[config.mk]
export PLATFORM = sky130hd
export DESIGN_NAME = hidden_layer_feeder
export DESIGN_NICKNAME = d
export VERILOG_FILES = /design/src/rtl/hidden_layer_feeder.sv
export SDC_FILE = /design/constraint.sdc
export NUM_CORES = 1
export LEC_CHECK = 0
export ABC_AREA = 0
export CAP_MARGIN = 20
export CORE_MARGIN = 2
export CORE_UTILIZATION = 36
export CTS_CLUSTER_SIZE = 16
export DETAILED_ROUTE_END_ITERATION = 6
export GPL_TIMING_DRIVEN = 0
export SLEW_MARGIN = 20
export SYNTH_ARGS = -nofsm -noshare
export SYNTH_HDL_FRONTEND = slang
export SYNTH_SLANG_ARGS = --single-unit
[constraint.sdc]
create_clock -name Clock -period 2.16 [get_ports Clock]
set_clock_uncertainty 0.2 [all_clocks]
set_input_delay 0.432 -clock Clock [delete_from_list [all_inputs] [get_ports Clock]]
set_output_delay 0.432 -clock Clock [all_outputs]
set_load 0.01 [all_outputs]
[src/rtl/hidden_layer_feeder.sv]
// Streams input/weight pairs from two synchronous memories to a neuron with valid/ready handshake.
// Define HIDDEN_LAYER_FEEDER_BIAS_EN to append a bias pair (inVal=1, weight=ROM[N_INPUTS]).
module hidden_layer_feeder #(
   parameter int unsigned N_INPUTS = 64,
   parameter int unsigned AW       = 10
) (
   input  logic          Clock,
   input  logic          Clear,
   input  logic          start,
   output logic [AW-1:0] in_addr,
   input  logic [9:0]    in_rdata,
   output logic [AW-1:0] w_addr,
   input  logic [9:0]    w_rdata,
   output logic          acc_clear,
   output logic [9:0]    inVal,
   output logic [9:0]    weight,
   output logic          out_valid,
   input  logic          out_ready,
   output logic          busy,
   output logic          done
);

`ifdef HIDDEN_LAYER_FEEDER_BIAS_EN
   localparam bit          BiasEn   = 1'b1;
   localparam int unsigned NumPairs = N_INPUTS + 1;
`else
   localparam bit          BiasEn   = 1'b0;
   localparam int unsigned NumPairs = N_INPUTS;
`endif

   localparam logic [AW-1:0] LastAddr = AW'(NumPairs - 1);
   localparam logic [AW:0]   LastXfer = (AW + 1)'(NumPairs - 1);

   typedef enum logic [1:0] {StIdle, StClr, StStream, StDone} stateT;

   stateT         stateQ, stateD;
   logic [AW-1:0] addrQ, addrD;
   logic [AW:0]   xferQ, xferD;
   logic          pendQ, pendD;
   logic          pendBiasQ, pendBiasD;
   logic          issuedAllQ, issuedAllD;
   logic          outValidQ, outValidD;
   logic [9:0]    inValQ, inValD;
   logic [9:0]    weightQ, weightD;
   logic          skidValidQ, skidValidD;
   logic [9:0]    skidInQ, skidInD;
   logic [9:0]    skidWQ, skidWD;

   logic       fire;
   logic [9:0] arrIn;

   assign fire  = outValidQ & out_ready;
   // Read data returning this cycle; the bias element substitutes a constant 1 for the input.
   assign arrIn = pendBiasQ ? 10'd1 : in_rdata;

   always_comb begin
      stateD     = stateQ;
      addrD      = addrQ;
      xferD      = xferQ;
      pendD      = 1'b0;
      pendBiasD  = 1'b0;
      issuedAllD = issuedAllQ;
      outValidD  = outValidQ;
      inValD     = inValQ;
      weightD    = weightQ;
      skidValidD = skidValidQ;
      skidInD    = skidInQ;
      skidWD     = skidWQ;

      // Output/skid datapath: returning data goes to the output stage if it frees up,
      // otherwise into the skid register.
      if (fire) begin
         if (skidValidQ) begin
            inValD  = skidInQ;
            weightD = skidWQ;
            if (pendQ) begin
               skidInD = arrIn;
               skidWD  = w_rdata;
            end else begin
               skidValidD = 1'b0;
            end
         end else if (pendQ) begin
            inValD  = arrIn;
            weightD = w_rdata;
         end else begin
            outValidD = 1'b0;
         end
      end else if (!outValidQ) begin
         if (pendQ) begin
            outValidD = 1'b1;
            inValD    = arrIn;
            weightD   = w_rdata;
         end
      end else if (pendQ) begin
         skidValidD = 1'b1;
         skidInD    = arrIn;
         skidWD     = w_rdata;
      end

      unique case (stateQ)
         StIdle: begin
            addrD = '0;
            if (start) begin
               stateD = StClr;
            end
         end
         StClr: begin
            pendD      = 1'b1;
            addrD      = addrQ + AW'(1);
            issuedAllD = 1'b0;
            xferD      = '0;
            stateD     = StStream;
         end
         StStream: begin
            // Only issue a read whose data is guaranteed a slot next cycle.
            if (!issuedAllQ && !skidValidD) begin
               pendD     = 1'b1;
               pendBiasD = BiasEn && (addrQ == LastAddr);
               if (addrQ == LastAddr) begin
                  issuedAllD = 1'b1;
               end else begin
                  addrD = addrQ + AW'(1);
               end
            end
            if (fire) begin
               xferD = xferQ + (AW + 1)'(1);
               if (xferQ == LastXfer) begin
                  stateD = StDone;
               end
            end
         end
         StDone: begin
            addrD  = '0;
            stateD = StIdle;
         end
         default: stateD = StIdle;
      endcase
   end

   always_ff @(posedge Clock) begin
      if (Clear) begin
         stateQ     <= StIdle;
         addrQ      <= '0;
         xferQ      <= '0;
         pendQ      <= 1'b0;
         pendBiasQ  <= 1'b0;
         issuedAllQ <= 1'b0;
         outValidQ  <= 1'b0;
         inValQ     <= '0;
         weightQ    <= '0;
         skidValidQ <= 1'b0;
         skidInQ    <= '0;
         skidWQ     <= '0;
      end else begin
         stateQ     <= stateD;
         addrQ      <= addrD;
         xferQ      <= xferD;
         pendQ      <= pendD;
         pendBiasQ  <= pendBiasD;
         issuedAllQ <= issuedAllD;
         outValidQ  <= outValidD;
         inValQ     <= inValD;
         weightQ    <= weightD;
         skidValidQ <= skidValidD;
         skidInQ    <= skidInD;
         skidWQ     <= skidWD;
      end
   end

   assign in_addr   = addrQ;
   assign w_addr    = addrQ;
   assign inVal     = inValQ;
   assign weight    = weightQ;
   assign out_valid = outValidQ;
   assign acc_clear = (stateQ == StClr);
   assign busy      = (stateQ != StIdle);
   assign done      = (stateQ == StDone);

endmodule

==> flow_summary.ini <==
[run_status]
status = complete, no violations

[pwr]
power.density_nw_per_um2 = 938
swShare_pct = 31.0
pwr-share-comb_pct = 31.8
clockPowerShare_pct = 31.5
p_sw_w = 0.00125
ir_drop_mv = 0.592
leakage_nw = 1.66
internal_power_w = 0.00278
p_seq_share_pct = 36.6

[critical_path]
crit_family = buffers and inverters
r2r_cells = 8
path_buf_inv = 2
worstSetupPathType = reg -> out
cp_num_cells = 2
required_ns = 1.53
r2r-start = stateQ[1]
worstPathArrival_ns = 1.48
cp_slowest_cell = clkdlybuf4s50_1
critPathMaxFanout = 7
worstSetupEndpoint = w_addr[4]
start_kind = register
ff2ff_setup_slack_ns = 0.12
startpoint = in_addr[4]
worst_r2r_endpoint = xferQ[10]
cpPeakStageDelay_ns = 0.53
critPathCaptureType = output pin
path_cells = buf_4 > clkdlybuf4s50_1

[routing]
drt_iter0_markers = 127
viasPerCell = 5.05
routed_wirelength_mm = 8.14
drc = 0
drt_first_pass_iters = 4
ant_nets = 0
vias = 3017
wl_per_cell_um = 13.6

[placement]
place_congestion = 0.769
io_buffers = 67
dp_worst_setup_slack_ns = -0.354
dpl.hpwl_mm = 5.48
post-place-cells = 578

[timing]
finalHoldViolations = 0
worstMarginPinSlew_ns = 0.551
fmax_mhz = 473
slew_violations = 0
fin_ws_ns = 0.0472
period_needed_ns = 2.11
finalCritPeriodShare_pct = 97.8
tns_ns = 0
setup_viol = 0
hold_slack_ns = 0.256
max-slew-margin-rel_pct = 63.3

[global_routing]
antenna_found_initial = 0
grt_pass1_wl_mm = 13.3
grt_max_degree = 13
grt_overflow = 0
grt_pass1_vias = 2782
grt_util_all_layers_pct = 17.2

[floorplanning]
dieArea_um2 = 9420
start_util_pct = 37.6
rows = 33
die_h_um = 97.1
boundaryPins = 68
die_w_um = 97.1
core_um2 = 8300

[finish]
diodes = 0
final_nets = 518
area_delta_synth_final_pct = 37.8
stdcell_count = 597
drive_above_1_share_pct = 12.2

[cts]
cts.sinks = 67
hold_buffers = 0
htreeDepth = 3
cts_root_buf = clkbuf_8
cts.path.max_buffers = 2
numCtsBuffers = 9
clk_pin_slew_worst_paths_ns = 0.08
cts_tree = built
insertion_delay_ns = 0.34

[yosys]
synth_top_area_share_pct = 43.0
synth_mux_area_share_pct = 0.321
synth-xor-area-share_pct = 2.25
yosysSeqAreaShare_pct = 43.0
synth_area_um2 = 3120
synth_top_family_by_area = simple AND/OR/NAND/NOR gates
synthFlopType = dfxtp_1
yosys.area.top_type = dfxtp_1
synth_cell_types = 47
synth-edff-count = 0
yosys.area_share.simple_pct = 23.1
synthArstFlopShare_pct = 0
synth_fp_nets = 437
synth_fa_ha_area_share_pct = 2.81
synth_area_per_cell_um2 = 7.68
synth_area_leaders = dfxtp_1, nor2_1, nand2_1
yosysWarnings = 0
ys_ff_latch = 67
synth_compound_area_share_pct = 18.8
postSynthCellCount = 406

[flow_run]
cap_violations = 0

[hold_path]
min_path_type = reg -> reg
[power groups by stage]
stage	clock (W)	sequential [W]	combinational (W)
6_report	0.00127	0.00148	0.00128
5_1_grt	0.00135	0.00150	0.00140
4_1_cts	0.00129	0.00147	0.00119
3_5_place_dp	0	0.00150	0.00118
3_3_place_gp	0	0.00150	0.00117
2_1_floorplan	0	0.00154	0.000638
[worst min path at each step]
stage | startpoint | to | slack, ns | cells after the start
2_1_floorplan | skidInQ[0] | skidInQ[0] | 0.24 | 2
5_1_grt | skidWQ[3] | skidWQ[3] | 0.27 | 2
3_5_place_dp | skidWQ[0] | skidWQ[0] | 0.25 | 2
6_report | skidInQ[3] | skidInQ[3] | 0.26 | 2
3_3_place_gp | skidInQ[3] | skidInQ[3] | 0.24 | 2
4_1_cts | skidWQ[0] | skidWQ[0] | 0.26 | 2
[cells in the mapped netlist (2+ instances only)]
| cell | instances |
|---|---|
| nand4_1 | 4 |
| a31oi_1 | 21 |
| xnor2_1 | 3 |
| o32ai_1 | 2 |
| o21ai_0 | 5 |
| clkbuf_1 | 17 |
| buf_1 | 3 |
| o31ai_1 | 3 |
| buf_2 | 5 |
| nor3_1 | 8 |
| ha_1 | 7 |
| nor2_1 | 59 |
| a211oi_1 | 3 |
| nand2_1 | 51 |
| inv_1 | 30 |
| o22ai_1 | 20 |
| and3_1 | 6 |
| nand3_1 | 11 |
| nand4b_1 | 2 |
| xor2_1 | 5 |
| a21oi_1 | 33 |
| buf_4 | 10 |
| nand2b_1 | 4 |
| o21ai_1 | 2 |
| or4_1 | 2 |
| or3_1 | 3 |
| dfxtp_1 | 67 |
[routing by layer]
metal	share of wire (%)	track usage, %	wire [um]	vias to the layer above
met2	46	27.1	3730	70
met4	1.6	5.96	131	0
met5	0	0	0	-
met3	5.2	4.60	421	10
met1	47	22.7	3850	1390
li1	-	-	-	1547
[through the flow]
| step | power (W) | utilization [%] | cell area [um^2] |
|---|---|---|---|
| floorplan | 0.00218 | - | 3120 |
| detailed placement | 0.00268 | 47.2 | 3920 |
| global route | 0.00424 | 51.8 | 4300 |
| finish | 0.00403 | 51.8 | 4300 |
| global placement | 0.00267 | 47.2 | 3920 |
| CTS | 0.00396 | 50.5 | 4190 |
[worst reg2reg max path, cell delays in order (launching register included)]
cell      delay [ns]
dfxtp_2         0.35
inv_1           0.07
ha_1            0.27
clkbuf_4        0.19
inv_2           0.13
nor2_4          0.15
nand3_4         0.11
or3_4           0.38
a21oi_2         0.13
[state kept, by name, indices dropped and copies added, names as in the netlist]
name,flops
inVal,10
in_addr,10
issuedAllQ,1
out_valid,1
pendQ,1
skidInQ,10
skidValidQ,1
skidWQ,10
stateQ,2
weight,10
xferQ,11
[layout by cell type, fill, tap and decap left out, types with 4 or more instances in the layout]
cell type and count:
a21oi_1 31, clkbuf_8 9, a31oi_1 21, nand2b_1 4, dfxtp_2 8, nand4_1 4
nor2_1 58, inv_1 29, dfxtp_1 59, xor2_1 5, ha_1 7, nor3_1 7
o22ai_1 20, buf_4 14, nand3_1 10, nand2_1 51, clkbuf_2 4, and3_1 6
clkdlybuf4s50_1 64, o21ai_0 5, clkbuf_1 15
[final cells by class]
type | count | area (um^2)
sequential | 67 | 1350
multi-input combinational | 272 | 1560
clock inverter | 6 | 114
clock buffer | 10 | 128
fill | 808 | 4000
timing repair buffer | 70 | 693
inverter | 31 | 116
buffer | 36 | 203
tap | 105 | 131
[kinds of logic after synthesis]
kind of cell             count (synthesis)
multiplexers                             1
AND/OR/NAND/NOR                        159
XOR/XNOR                                 8
flip-flops                              67
AO/OA/AOI/OAI                           97
buffers and inverters                   67
adder cells (fa/ha/maj)                  7
[repair_timing]
action                                  4_1_cts  5_1_grt
buffers inserted                              0        3
pin swaps                                     0        2
gates resized for setup                      11       28
endpoints found under the setup margin       11       42
(Power assumes the default switching activity.)
